**config.mk**
```make
export PLATFORM = sky130hd
export DESIGN_NAME = mem_arbiter_flat
export DESIGN_NICKNAME = d
export VERILOG_FILES = /design/src/rtl/mem_arbiter_if.sv /design/src/rtl/mem_arbiter.sv /design/src/flat_wrapper.sv
export SDC_FILE = /design/constraint.sdc
export NUM_CORES = 1
export LEC_CHECK = 0
export ABC_CLOCK_PERIOD_IN_PS = 2800
export BUFFER_PORTS_ARGS = -buffer_cell sky130_fd_sc_hd__buf_2
export CORE_MARGIN = 8
export CORE_UTILIZATION = 49
export DETAILED_ROUTE_END_ITERATION = 16
export PLACE_DENSITY = 0.87
export SETUP_SLACK_MARGIN = 0.15
export SYNTH_ARGS = -nofsm -noshare
export SYNTH_HDL_FRONTEND = slang
export SYNTH_SLANG_ARGS = --single-unit
```
**constraint.sdc**
```tcl
create_clock -name clk -period 2.8 [get_ports clk]
set_input_delay 0 -clock clk [delete_from_list [all_inputs] [get_ports clk]]
set_output_delay 0 -clock clk [all_outputs]
set_load 0.02 [all_outputs]
```
**src/rtl/mem_arbiter_if.sv**
```systemverilog
// Bundle of the fetch port, data port and mem_system command/status signals
// shared by the arbiter (slave) and its environment (master).
interface mem_arbiter_if;
  logic        if_req;
  logic [15:0] if_addr;
  logic        flush;
  logic [15:0] if_data;
  logic        if_done;
  logic        if_stall;
  logic        dm_req;
  logic        dm_wr;
  logic [15:0] dm_addr;
  logic [15:0] dm_wdata;
  logic [15:0] dm_rdata;
  logic        dm_done;
  logic        dm_stall;
  logic        halt;
  logic        mem_rd;
  logic        mem_wr;
  logic [15:0] mem_addr;
  logic [15:0] mem_din;
  logic [15:0] mem_dout;
  logic        mem_done;
  logic        mem_stall;
  logic        mem_err;
  logic        idle;
  logic        err;

  modport slave (
    input  if_req, if_addr, flush, dm_req, dm_wr, dm_addr, dm_wdata, halt,
           mem_dout, mem_done, mem_stall, mem_err,
    output if_data, if_done, if_stall, dm_rdata, dm_done, dm_stall,
           mem_rd, mem_wr, mem_addr, mem_din, idle, err
  );

  modport master (
    output if_req, if_addr, flush, dm_req, dm_wr, dm_addr, dm_wdata, halt,
           mem_dout, mem_done, mem_stall, mem_err,
    input  if_data, if_done, if_stall, dm_rdata, dm_done, dm_stall,
           mem_rd, mem_wr, mem_addr, mem_din, idle, err
  );
endinterface

```
**src/rtl/mem_arbiter.sv**
```systemverilog
// Shares one multi-cycle mem_system between instruction fetch and data memory:
// round-robin grant, single-cycle command, wait for done, steer result back.
module mem_arbiter #(
  parameter logic [7:0] TIMEOUT = 8'd200
) (
  input  logic          clk,
  input  logic          rst,
  mem_arbiter_if.slave  bus
);

  typedef enum logic [2:0] {IDLE, I_REQ, I_WAIT, D_REQ, D_WAIT} state_e;

  state_e      state_q, state_d;
  logic [15:0] addr_q, addr_d;
  logic [15:0] din_q, din_d;
  logic        wr_q, wr_d;
  logic        last_d_q, last_d_d;
  logic        squash_q, squash_d;
  logic        err_q, err_d;
  logic [7:0]  tcnt_q, tcnt_d;

  logic fetch_st, data_st, busy, done;
  logic i_ok, gnt_d, gnt_i;
  logic unused_stall;

  assign fetch_st = (state_q == I_REQ) || (state_q == I_WAIT);
  assign data_st  = (state_q == D_REQ) || (state_q == D_WAIT);
  assign busy     = fetch_st | data_st;
  assign done     = busy & bus.mem_done;

  // A fetch is never granted in a redirect cycle; ties go to whoever lost last.
  assign i_ok  = bus.if_req & ~bus.flush;
  assign gnt_d = ~bus.halt & bus.dm_req & (~i_ok | ~last_d_q);
  assign gnt_i = ~bus.halt & i_ok & (~bus.dm_req | last_d_q);

  // mem_stall carries no control meaning here.
  assign unused_stall = bus.mem_stall;

  always_ff @(posedge clk or negedge rst) begin
    if (!rst) begin
      state_q  <= IDLE;
      addr_q   <= '0;
      din_q    <= '0;
      wr_q     <= 1'b0;
      last_d_q <= 1'b0;
      squash_q <= 1'b0;
      err_q    <= 1'b0;
      tcnt_q   <= '0;
    end else begin
      state_q  <= state_d;
      addr_q   <= addr_d;
      din_q    <= din_d;
      wr_q     <= wr_d;
      last_d_q <= last_d_d;
      squash_q <= squash_d;
      err_q    <= err_d;
      tcnt_q   <= tcnt_d;
    end
  end

  always_comb begin
    state_d  = state_q;
    addr_d   = addr_q;
    din_d    = din_q;
    wr_d     = wr_q;
    last_d_d = last_d_q;
    squash_d = squash_q;
    err_d    = err_q;
    tcnt_d   = tcnt_q;
    unique case (state_q)
      IDLE: begin
        if (gnt_d) begin
          state_d  = D_REQ;
          addr_d   = bus.dm_addr;
          din_d    = bus.dm_wdata;
          wr_d     = bus.dm_wr;
          last_d_d = 1'b1;
          tcnt_d   = '0;
        end else if (gnt_i) begin
          state_d  = I_REQ;
          addr_d   = bus.if_addr;
          din_d    = '0;
          wr_d     = 1'b0;
          last_d_d = 1'b0;
          tcnt_d   = '0;
        end
      end
      I_REQ:  state_d = bus.mem_done ? IDLE : I_WAIT;
      D_REQ:  state_d = bus.mem_done ? IDLE : D_WAIT;
      I_WAIT, D_WAIT: begin
        // A done arriving in the timeout cycle still completes normally.
        if (bus.mem_done) begin
          state_d = IDLE;
        end else if (tcnt_q == TIMEOUT) begin
          state_d = IDLE;
          err_d   = 1'b1;
        end else begin
          tcnt_d  = tcnt_q + 8'd1;
        end
      end
      default: state_d = IDLE;
    endcase
    if (busy && bus.mem_err) err_d = 1'b1;
    if (state_d == IDLE)            squash_d = 1'b0;
    else if (fetch_st && bus.flush) squash_d = 1'b1;
  end

  assign bus.mem_rd   = (state_q == I_REQ) | ((state_q == D_REQ) & ~wr_q);
  assign bus.mem_wr   = (state_q == D_REQ) & wr_q;
  assign bus.mem_addr = busy ? addr_q : 16'h0000;
  assign bus.mem_din  = busy ? din_q  : 16'h0000;

  assign bus.if_done  = done & fetch_st & ~squash_q & ~bus.flush;
  assign bus.if_data  = bus.if_done ? bus.mem_dout : 16'h0000;
  assign bus.dm_done  = done & data_st;
  assign bus.dm_rdata = bus.dm_done ? bus.mem_dout : 16'h0000;

  // Stall and idle are qualified by reset so every output reads 0 while held.
  assign bus.if_stall = rst & bus.if_req & ~bus.if_done;
  assign bus.dm_stall = rst & bus.dm_req & ~bus.dm_done;
  assign bus.idle     = rst & (state_q == IDLE);
  assign bus.err      = err_q;

endmodule
```
**src/flat_wrapper.sv**
```systemverilog
// flat-port wrapper written by rule: the top's interface ports become plain ports
module mem_arbiter_flat 
#(
  parameter logic [7:0] TIMEOUT = 8'd200
)
  (clk, rst, bus_if_req, bus_if_addr, bus_flush, bus_dm_req, bus_dm_wr, bus_dm_addr, bus_dm_wdata, bus_halt, bus_mem_dout, bus_mem_done, bus_mem_stall, bus_mem_err, bus_if_data, bus_if_done, bus_if_stall, bus_dm_rdata, bus_dm_done, bus_dm_stall, bus_mem_rd, bus_mem_wr, bus_mem_addr, bus_mem_din, bus_idle, bus_err);
  mem_arbiter_if bus_i ();
  input  logic clk;
  input  logic rst;
  input wire logic [$bits(bus_i.if_req)-1:0] bus_if_req;
  input wire logic [$bits(bus_i.if_addr)-1:0] bus_if_addr;
  input wire logic [$bits(bus_i.flush)-1:0] bus_flush;
  input wire logic [$bits(bus_i.dm_req)-1:0] bus_dm_req;
  input wire logic [$bits(bus_i.dm_wr)-1:0] bus_dm_wr;
  input wire logic [$bits(bus_i.dm_addr)-1:0] bus_dm_addr;
  input wire logic [$bits(bus_i.dm_wdata)-1:0] bus_dm_wdata;
  input wire logic [$bits(bus_i.halt)-1:0] bus_halt;
  input wire logic [$bits(bus_i.mem_dout)-1:0] bus_mem_dout;
  input wire logic [$bits(bus_i.mem_done)-1:0] bus_mem_done;
  input wire logic [$bits(bus_i.mem_stall)-1:0] bus_mem_stall;
  input wire logic [$bits(bus_i.mem_err)-1:0] bus_mem_err;
  output wire logic [$bits(bus_i.if_data)-1:0] bus_if_data;
  output wire logic [$bits(bus_i.if_done)-1:0] bus_if_done;
  output wire logic [$bits(bus_i.if_stall)-1:0] bus_if_stall;
  output wire logic [$bits(bus_i.dm_rdata)-1:0] bus_dm_rdata;
  output wire logic [$bits(bus_i.dm_done)-1:0] bus_dm_done;
  output wire logic [$bits(bus_i.dm_stall)-1:0] bus_dm_stall;
  output wire logic [$bits(bus_i.mem_rd)-1:0] bus_mem_rd;
  output wire logic [$bits(bus_i.mem_wr)-1:0] bus_mem_wr;
  output wire logic [$bits(bus_i.mem_addr)-1:0] bus_mem_addr;
  output wire logic [$bits(bus_i.mem_din)-1:0] bus_mem_din;
  output wire logic [$bits(bus_i.idle)-1:0] bus_idle;
  output wire logic [$bits(bus_i.err)-1:0] bus_err;
  assign bus_i.if_req = bus_if_req;
  assign bus_i.if_addr = bus_if_addr;
  assign bus_i.flush = bus_flush;
  assign bus_i.dm_req = bus_dm_req;
  assign bus_i.dm_wr = bus_dm_wr;
  assign bus_i.dm_addr = bus_dm_addr;
  assign bus_i.dm_wdata = bus_dm_wdata;
  assign bus_i.halt = bus_halt;
  assign bus_i.mem_dout = bus_mem_dout;
  assign bus_i.mem_done = bus_mem_done;
  assign bus_i.mem_stall = bus_mem_stall;
  assign bus_i.mem_err = bus_mem_err;
  assign bus_if_data = bus_i.if_data;
  assign bus_if_done = bus_i.if_done;
  assign bus_if_stall = bus_i.if_stall;
  assign bus_dm_rdata = bus_i.dm_rdata;
  assign bus_dm_done = bus_i.dm_done;
  assign bus_dm_stall = bus_i.dm_stall;
  assign bus_mem_rd = bus_i.mem_rd;
  assign bus_mem_wr = bus_i.mem_wr;
  assign bus_mem_addr = bus_i.mem_addr;
  assign bus_mem_din = bus_i.mem_din;
  assign bus_idle = bus_i.idle;
  assign bus_err = bus_i.err;
  mem_arbiter #(.TIMEOUT(TIMEOUT)) u_core (.clk(clk), .rst(rst), .bus(bus_i));
endmodule
```
==> impl_metrics.toml, run 1 <==
[layout]
final_common_cell = "buf_2"
drive_above_1_share_pct = 35.5
n_antenna_cell = 0
final_cell_mix = "144 x buf_2, 64 x and2_1, 47 x dfrtp_1, 34 x dlygate4sd3_1, 25 x nand2_1"
nNetsFinal = 529
fin_util_pct = 71.5
syn2layout_area_growth_pct = 42.9

[sta]
finalHoldWorstSlack_ps = -1.25
fin_setup_tns_ps = 0
worstMarginPinSlew_ps = 1260
rsz0062_at_grt = "false"
fin_crit_ps = 2440
fin_skew_ps = 11.7
finalSetupViolCount = 0
drv_slew = 0
fin_crit_sh_pct = 87.0
fmax_mhz = 411
hold_violations = 1
slew_headroom_pct = 16.2

[critical_path]
start_kind = "register"
cpPeakStageDelay_ps = 1010
crit_fanout = 17
worst_setup_path_end_kind = "register"
slowest_stage = "a311o_1"
cp_cell_sequence = "a311o_1 > mux2i_1 > dlygate4sd3_1 > o21ai_0"
worstSetupPathType = "reg -> reg"
cp_data_required_time_ps = 2960
cp.arrival_ps = 2590

[routing]
wl_met1_um = 3360
top_layer = "met4"
antenna_left = 0
avgViaCountPerCell = 5.24
vias = 2753
totalWireLength_um = 8570
wl_met2_um = 4240
wl_per_cell_um = 16.3
drtIter0Drc = 115
first_pass_iters = 4
drc = 0
wl_met3_um = 738

[yosys]
yosys_warnings = 0
synth_nets = 360
ys_ff_latch = 47
seq_area_frac_synth_pct = 43.5
avgSynthCellArea_um2 = 9.52
synthCells = 284
synthArstFlopShare_pct = 100
synth.cell_area_um2 = 2700
synth_cell_types = 44
synth-main-ff-cell = "dfrtp_1"
synth-edff-count = 0

[run_status]
violations = "hold timing"
status = "finished with violations"

[cts]
cts_resized = 0
path_clk_slew_ps = 90
cts_buffer_depth = 2
cts-root-buf = "clkbuf_8"
cts_max_level = 2
cts_tree = "done"
cts_num_sinks = 47
clk_latency_ps = 300
numCtsBuffers = 5

[worst_hold_path]
hp-class = "in -> reg"

[power]
peakVddDrop_uv = 444
finalPower_mw = 2.59
pwr_density_cell_nw_per_um2 = 670
cellLeakagePower_nw = 2.13

[floorplan]
pin_count = 146
dieArea_um2 = 8150
initial_core_util_pct = 50.0
core_area_um2 = 5410
dieHeight_um = 90.3
dieWidth_um = 90.3
placementRows = 27

[grt]
grt_first_pass_wirelength_um = 14100
antenna_found_initial = 0
grt_pass1_vias = 2941
grt_usage_pct = 20.6
overflow = 0
grt_max_degree = 59

[placed_design]
port_buffers = 144
globalplace.congestion = 0.836
dp_hpwl_um = 6000

[flow_run]
drv_cap = 0
==> synth_stat cells (3+ instances only) <==
cell type / count / share of area [%]
a21oi_1: 7 / 1.3
a22o_1: 17 / 5.5
and2_1: 64 / 15
and3_1: 3 / 0.69
buf_2: 8 / 1.5
clkbuf_1: 9 / 1.2
dfrtp_1: 47 / 43
inv_1: 7 / 0.97
mux2i_1: 16 / 5.9
nand2_1: 25 / 3.5
nand2b_1: 6 / 1.4
nand3_1: 4 / 0.74
nor2_1: 6 / 0.83
nor3_1: 4 / 0.74
o211ai_1: 5 / 1.4
o21ai_0: 19 / 3.5
or4_1: 4 / 1.1
==> where the power goes <==
part	internal [mW]	switching [mW]	leakage, nW	total (mW)
clock network	0.171	0.230	0.0440	0.401
logic	0.470	0.653	1.49	1.12
registers	0.904	0.160	0.594	1.06
total	1.55	1.04	2.13	2.59
==> timing repair <==
item                      in CTS  in global routing
hold endpoints to repair      43                  0
hold buffers                  34                  0
setup buffers                  0                  0
==> final cells by class <==
cell class,instances,area [um2]
Fill cell,395,1540
Clock inverter,2,13.8
Sequential cell,47,1180
Clock buffer,5,68.8
Inverter,8,32.5
Timing Repair Buffer,182,1090
Multi-Input combinational cell,209,1390
Tap cell,72,90.1
==> routing by layer <==
metal	global-route usage (%)	vias up
li1	-	1312
met1	21.9	1281
met2	36.9	146
met3	6.98	14
met4	7.49	0
met5	0	-
==> stage by stage <==
| stage | cells | worst slack (ps) | cell area [um2] |
|---|---|---|---|
| finish | 525 | 364 | 3860 |
| global route | 525 | 201 | 3860 |
| CTS | 525 | 407 | 3860 |
| detailed placement | 484 | 539 | 3440 |
| global placement | 484 | 597 | 3440 |
| floorplan | 284 | 918 | 2700 |
==> worst max-delay path: cells and delay by family, from the launching register on <==
family / cells / cell delay (ps)
compound gates: 2 / 1090
buf+inv: 1 / 570
flops: 1 / 350
mux: 1 / 270
==> state kept, by name (all words and copies together), names as in the netlist <==
name and cells:
u_core.tcnt_q 8, u_core.addr_q 16, u_core.din_q 16, u_core.squash_q 1, u_core.wr_q 1, u_core.last_d_q 1, u_core.bus.err 1, u_core.state_q 3
==> cell families (layout without fill, tap and decap cells) <==
kind of cell             after synthesis  after routing  synth area share (%)
AO/OA/AOI/OAI                         58             58                  14.9
XOR/XNOR                               2              2                 0.648
adder cells (fa/ha/maj)                2              2                 0.925
buffers and inverters                 28            197                  5.37
flip-flops                            47             47                  43.5
multiplexers                          16             16                  5.92
AND/OR/NAND/NOR                      131            131                  28.7
==> path summary, 6_finish.rpt <==
kind | startpoint | end | slack, ps | cells past startpoint
max in group asynchronous | rst | u_core.addr_q[9] | 1890 | 3
min | bus_dm_addr[2] | u_core.addr_q[2] | -1 | 3
min in group asynchronous | rst | u_core.squash_q | 160 | 2
min reg2reg | u_core.addr_q[1] | u_core.addr_q[1] | 480 | 2
max reg2reg | u_core.last_d_q | u_core.addr_q[15] | 360 | 4
max | u_core.last_d_q | u_core.addr_q[15] | 360 | 4
Power figures use the tool's default switching activity.
==> inputs of run 2 (changes only) <==
--- a/config.mk
+++ b/config.mk
@@ -5,12 +5,13 @@
 export SDC_FILE = /design/constraint.sdc
 export NUM_CORES = 1
 export LEC_CHECK = 0
-export ABC_CLOCK_PERIOD_IN_PS = 2800
+export ABC_AREA = 1
+export ABC_CLOCK_PERIOD_IN_PS = 2830
 export BUFFER_PORTS_ARGS = -buffer_cell sky130_fd_sc_hd__buf_2
 export CORE_MARGIN = 8
 export CORE_UTILIZATION = 49
 export DETAILED_ROUTE_END_ITERATION = 16
-export PLACE_DENSITY = 0.87
+export PLACE_DENSITY = 0.86
 export SETUP_SLACK_MARGIN = 0.15
 export SYNTH_ARGS = -nofsm -noshare
 export SYNTH_HDL_FRONTEND = slang
==> constraint.sdc (replaced) <==
create_clock -name clk -period 2.83 [get_ports clk]
set_input_delay 0 -clock clk [delete_from_list [all_inputs] [get_ports clk]]
set_output_delay 0 -clock clk [all_outputs]
set_load 0.02 [all_outputs]
==> run 2 against run 1 <==
The run now ends clean. Final cell count rose by 24%. Die area grew 3.8%. Sequential share of layout area is 0.069 points lower. Sequential power about the same. Global-route usage up 0.65 points. Maximum frequency increased by 25%. Clock power grew 1%. Area after synthesis grew 4.6%.
==> impl_metrics.toml, run 2 <==
[grt]
antenna_found_initial = 1
grt_max_degree = 52
overflow = 0
grt_pass1_vias = 3395
grt_first_pass_wirelength_um = 15000
grt_usage_pct = 21.3

[critical_path]
worst_setup_path_end_kind = "register"
cp_data_required_time_ps = 2980
worstSetupPathType = "reg -> reg"
cp.arrival_ps = 2110
crit_fanout = 51
start_kind = "register"

[run_status]
status = "completed"

[cts]
cts_buffer_depth = 2
postCtsSetupBuffers = 0
cts_num_sinks = 47
clk_latency_ps = 300
cts_max_level = 2
cts_tree = "done"
numCtsBuffers = 5
path_clk_slew_ps = 90
cts-root-buf = "clkbuf_8"

[yosys]
synth-compound-area-share_pct = 8.94
avgSynthCellArea_um2 = 6.75
synthArstFlopShare_pct = 100
yosys_warnings = 0
synth_cell_types = 28
synthCells = 419
yosysTopAreaCell = "dfrtp_1"
synth_area_leaders = "dfrtp_1 42%, nand2_1 12%, inv_1 11%"
synthTopCellsByCount = "88 x nand2_1, 86 x inv_1, 78 x nor2_1"
synth.cell_area_um2 = 2830
synth-edff-count = 0
synth_nets = 495
synth_xor_area_share_pct = 0.619
synth_top_area_share_pct = 41.6
synth-main-ff-cell = "dfrtp_1"
synthMuxAreaShare_pct = 0
synth_simple_gate_area_share_pct = 33.3
seq_area_frac_synth_pct = 41.6
ys_ff_latch = 47
synth_top_family_by_area = "simple AND/OR/NAND/NOR gates"
synth_fa_ha_area_share_pct = 0.885
yosysMostFrequentCell = "nand2_1"

[placed_design]
dpl_worst_slack_ps = 887
globalplace.congestion = 0.889
placed_cells = 622
dp_hpwl_um = 6750
port_buffers = 144

[sta]
fin_crit_sh_pct = 69.0
hold_violations = 0
finalSetupViolCount = 0
drv_slew = 0
fmax_mhz = 512
worstMarginPinSlew_ps = 756
finalHoldWorstSlack_ps = 6.68
fin_crit_ps = 1950
setup_ws_ps = 877
fin_skew_ps = 6.44
fin_setup_tns_ps = 0
slew_headroom_pct = 49.5
rsz0062_at_grt = "false"

[floorplan]
core_area_um2 = 5540
initial_core_util_pct = 51.0
dieArea_um2 = 8460
pin_count = 146
dieWidth_um = 92.0
placementRows = 27
dieHeight_um = 92.0

[flow_run]
drv_cap = 0

[routing]
totalWireLength_um = 9020
avgViaCountPerCell = 4.90
drc = 0
antenna_left = 0
wl_per_cell_um = 13.9
drtIter0Drc = 185
vias = 3191
first_pass_iters = 4

[power]
finalPower_mw = 2.99
p_comb_share_pct = 51.3
clkPwrFrac_pct = 13.6
intPower_mw = 1.58
peakVddDrop_uv = 590
pwr_density_cell_nw_per_um2 = 771
switching_power_mw = 1.40
pwr-share-seq_pct = 35.1
cellLeakagePower_nw = 2.39
p_sw_share_pct = 46.9

[layout]
drive_above_1_share_pct = 29.6
fin_cells = 651
syn2layout_area_growth_pct = 36.9
final_cell_mix = "144 x buf_2, 88 x nand2_1, 86 x inv_1, 78 x nor2_1, 47 x dfrtp_1"
reg_top3 = "u_core.addr_q: 16 flops, u_core.din_q: 16 flops, u_core.tcnt_q: 8 flops"
nNetsFinal = 653
final_common_cell = "buf_2"
fillers = 450

[worst_hold_path]
hp-class = "in -> reg"
run 2: cell types whose count changed in the layout (fill, tap and decap cells not counted), moves of 17 or more:
cell     previous run  this run
a22o_1             17         0
nor2_1              6        78
nand2_1            25        88
inv_1               7        86
nand3_1             4        33
o22ai_1             0        17
and2_1             64         0
run 2: final cells by class:
| cell class | count | area [um2] | area share, % |
|---|---|---|---|
| Multi-Input combinational cell | 265 | 1240 | 31.9 |
| Sequential cell | 47 | 1180 | 30.4 |
| Timing Repair Buffer | 165 | 928 | 24.0 |
| Inverter | 93 | 349 | 9.02 |
| Tap cell | 72 | 90.1 | 2.33 |
| Clock buffer | 6 | 72.6 | 1.87 |
| Clock inverter | 2 | 16.3 | 0.420 |
| Antenna cell | 1 | 2.50 | 0.0646 |
run 2: routing by layer:
layer  track usage, %  share of wire [%]  up-vias
met5                0                  0        -
met1             22.6                 39     1405
met3             8.96                 11       23
li1                 -                  -     1585
met2             36.7                 47      178
met4             8.05                2.3        0
run 2: worst paths after layout:
check,start,end,slack (ps),depth (start not counted)
worst min-delay path,bus_if_addr[11],u_core.addr_q[11],7,5
worst min register to register,u_core.addr_q[6],u_core.addr_q[6],530,2
worst max-delay path,u_core.state_q[1],u_core.addr_q[7],880,6
max in group asynchronous,rst,u_core.addr_q[14],1880,3
min in group asynchronous,rst,u_core.tcnt_q[0],190,2
worst max register to register,u_core.state_q[1],u_core.addr_q[7],880,6
run 2: cell families after synthesis:
family	after synthesis
AO/OA/AOI/OAI	44
XOR/XNOR	2
adder cells (fa/ha/maj)	2
buffers and inverters	107
flip-flops	47
AND/OR/NAND/NOR	217
run 2: power groups by stage:
stage	registers [mW]	clock network, mW	logic [mW]
4_1_cts	1.05	0.418	1.54
3_3_place_gp	1.04	0	1.46
5_1_grt	1.07	0.446	1.70
3_5_place_dp	1.06	0	1.51
2_1_floorplan	1.02	0	1.06
6_report	1.05	0.407	1.53
run 2: stage by stage:
stage,util [%],instance area (um2)
6_report,69.9,3870
5_1_grt,69.9,3870
4_1_cts,69.8,3870
3_5_place_dp,64.6,3580
3_3_place_gp,64.6,3580
2_1_floorplan,-,2830
run 2: critical path: stages (launching register included):
cell     delay (ps)
dfrtp_1         450
inv_1           120
nand2_2         100
nor2_2          230
nand2_4         130
inv_2           570
o21ai_0         190
run 2: what timing repair did:
item / 4_1_cts / 5_1_grt
gates resized for setup: 0 / 0
setup endpoints to repair: 0 / 0
hold endpoints to repair: 34 / 0
hold buffers: 20 / 0
==> inputs of run 3 (changes only) <==
--- a/config.mk
+++ b/config.mk
@@ -6,12 +6,12 @@
 export NUM_CORES = 1
 export LEC_CHECK = 0
 export ABC_AREA = 1
-export ABC_CLOCK_PERIOD_IN_PS = 2830
+export ABC_CLOCK_PERIOD_IN_PS = 1700
 export BUFFER_PORTS_ARGS = -buffer_cell sky130_fd_sc_hd__buf_2
 export CORE_MARGIN = 8
-export CORE_UTILIZATION = 49
+export CORE_UTILIZATION = 41
 export DETAILED_ROUTE_END_ITERATION = 16
-export PLACE_DENSITY = 0.86
+export PLACE_DENSITY = 0.76
 export SETUP_SLACK_MARGIN = 0.15
 export SYNTH_ARGS = -nofsm -noshare
 export SYNTH_HDL_FRONTEND = slang
==> constraint.sdc (replaced) <==
create_clock -name clk -period 1.7 [get_ports clk]
set_input_delay 0 -clock clk [delete_from_list [all_inputs] [get_ports clk]]
set_output_delay 0 -clock clk [all_outputs]
set_load 0.02 [all_outputs]
==> run 3 against run 2 <==
Global-route usage down 2.6 points. Final cell count increased by 7.1%. Via count increased by 7.0%. Wire length grew 18%. First-iteration DRC count fell by 39%. Die area increased by 16%. Critical path depth up 2. Register-to-register slack worse by 740 ps. Power increased by 120%. Clock skew hardly changed. Largest power group unchanged.
==> impl_metrics.toml, run 3 (synthesis gave the netlist of run 2 again) <==
[run_status]
status = "completed"

[power]
intPower_mw = 3.56
p_comb_share_pct = 62.8
peakVddDrop_uv = 681
clkPwrFrac_pct = 10.5
pwr-share-seq_pct = 26.8
cellLeakagePower_nw = 2.67
switching_power_mw = 2.98
p_sw_share_pct = 45.5
pwr_density_cell_nw_per_um2 = 1350

[cts]
cts_max_level = 2
path_clk_slew_ps = 90
cts-root-buf = "clkbuf_8"
clk_latency_ps = 300
cts_num_sinks = 47
cts_buffer_depth = 2
cts_tree = "done"
numCtsBuffers = 5

[layout]
fillers = 517
final_common_cell = "inv_1"
drive_above_1_share_pct = 41.0
fin_cells = 697
nNetsFinal = 692
syn2layout_area_growth_pct = 71.1
fin_util_pct = 72.0
reg_top3 = "u_core.addr_q: 16 flops, u_core.din_q: 16 flops, u_core.tcnt_q: 8 flops"
post-route-cell-area_um2 = 4840
n_antenna_cell = 0
final_cell_mix = "84 x inv_1, 82 x nand2_1, 79 x buf_2, 72 x buf_4, 46 x nor2_1"

[sta]
fin_crit_sh_pct = 97.7
slew_headroom_pct = 61.2
fin_skew_ps = 6.88
finalSetupViolCount = 0
rsz0062_at_grt = "true"
fin_crit_ps = 1660
fmax_mhz = 602
hold_violations = 0
fin_setup_tns_ps = 0
worstMarginPinSlew_ps = 582
drv_slew = 0

[floorplan]
pin_count = 146
initial_core_util_pct = 42.1
dieArea_um2 = 9810
dieWidth_um = 99.0
placementRows = 30
dieHeight_um = 99.0
core_area_um2 = 6720

[grt]
grt_first_pass_wirelength_um = 15300
grt_usage_pct = 18.6
overflow = 0
antenna_found_initial = 0
grt_max_degree = 52
grt_pass1_vias = 3367

[routing]
first_pass_iters = 4
drtIter0Drc = 112
totalWireLength_um = 10600
wl_per_cell_um = 15.3
antenna_left = 0
vias = 3415
avgViaCountPerCell = 4.90
drc = 0

[placed_design]
dpl_cell_area_um2 = 3620
port_buffers = 144
globalplace.congestion = 0.857
placed_cells = 633
dp_hpwl_um = 6450

[worst_hold_path]
hp-class = "in -> reg"

[critical_path]
crit_fanout = 16
path_buf_inv = 3
cp_data_required_time_ps = 1700
cp.arrival_ps = 1660
worstSetupPathType = "reg -> out"
start_kind = "register"
crit_top_cell = "nand2_4"
slowest_stage = "dfrtp_2"
worst_setup_path_end_kind = "output port"
critPathTopFamily = "flip-flops"
cp_cell_sequence = "nand2_4 > nand2_2 > nand2_4 > nand2_4 > buf_12 > inv_16 > nor2_1 > buf_4"
cpPeakStageDelay_ps = 490

[flow_run]
drv_cap = 0
## run 3: cell types whose count changed in the layout (fill, tap and decap cells not counted), sizes merged
cell         before  now
clkbuf            6    7
dlygate4sd3      20   26
clkinv            0    2
buf             145  175
clkinvlp          1    0
diode             1    0
inv              94   95
## run 3: routing by layer
| layer | GRT usage (%) | wire (um) | vias up |
|---|---|---|---|
| met5 | 0 | 0 | - |
| met1 | 21.2 | 4110 | 1558 |
| met4 | 4.25 | 314 | 0 |
| met2 | 32.1 | 5140 | 167 |
| met3 | 7.12 | 1070 | 23 |
| li1 | - | - | 1667 |
## run 3: final timing paths
path	start	slack (ps)	cells past startpoint	endpoint
min reg2reg	u_core.bus.err	490	2	u_core.bus.err
min in group asynchronous	rst	350	3	u_core.bus.err
min	bus_if_addr[7]	7	5	u_core.addr_q[7]
max	u_core.state_q[1]	40	8	bus_mem_din[6]
max reg2reg	u_core.state_q[1]	140	9	u_core.tcnt_q[2]
max in group asynchronous	rst	920	3	u_core.state_q[2]
## run 3: per-stage QoR
stage | setup slack [ps] | hold WS [ps] | total power, mW
after floorplan | 157 | -296 | 3.47
after global placement | 148 | 171 | 4.21
after detailed placement | 118 | 173 | 4.27
after CTS | 78.1 | 2.58 | 5.54
after global routing | -24.3 | 15.0 | 6.97
final | 38.9 | 7.19 | 6.54
## run 3: what timing repair did
item                                    4_1_cts  5_1_grt
resized for setup                            80       97
hold buffers                                 26        0
endpoints found under the setup margin       72      108
pin swaps                                     5       11
buffers inserted                              4       20
endpoints found under the hold margin        71        0
cloned                                        1        5
## run 3: worst reg2reg max path: stages (launching register included)
cell and delay (ps):
dfrtp_2 490, inv_2 110, nand2_4 80, buf_12 130, nor2_4 150, nand2_4 100, buf_4 190, nand2_8 90
nand3_1 90, nand2_1 60
## run 3: final cells by class
cell class	instances	area (um2)	share of cell area, %
Multi-Input combinational cell	265	1500	31.0
Timing Repair Buffer	203	1560	32.3
Clock inverter	3	18.8	0.388
Inverter	93	388	8.02
Timing Repair inverter	1	20.0	0.414
Clock buffer	5	68.8	1.42
Tap cell	80	100	2.07
Sequential cell	47	1180	24.4
## run 3: power by group through the flow
| stage | clock [mW] | combinational [mW] | sequential, mW |
|---|---|---|---|
| floorplan | 0 | 1.76 | 1.71 |
| global placement | 0 | 2.48 | 1.74 |
| detailed placement | 0 | 2.52 | 1.75 |
| CTS | 0.709 | 3.09 | 1.74 |
| global route | 0.746 | 4.43 | 1.80 |
| finish | 0.684 | 4.10 | 1.75 |
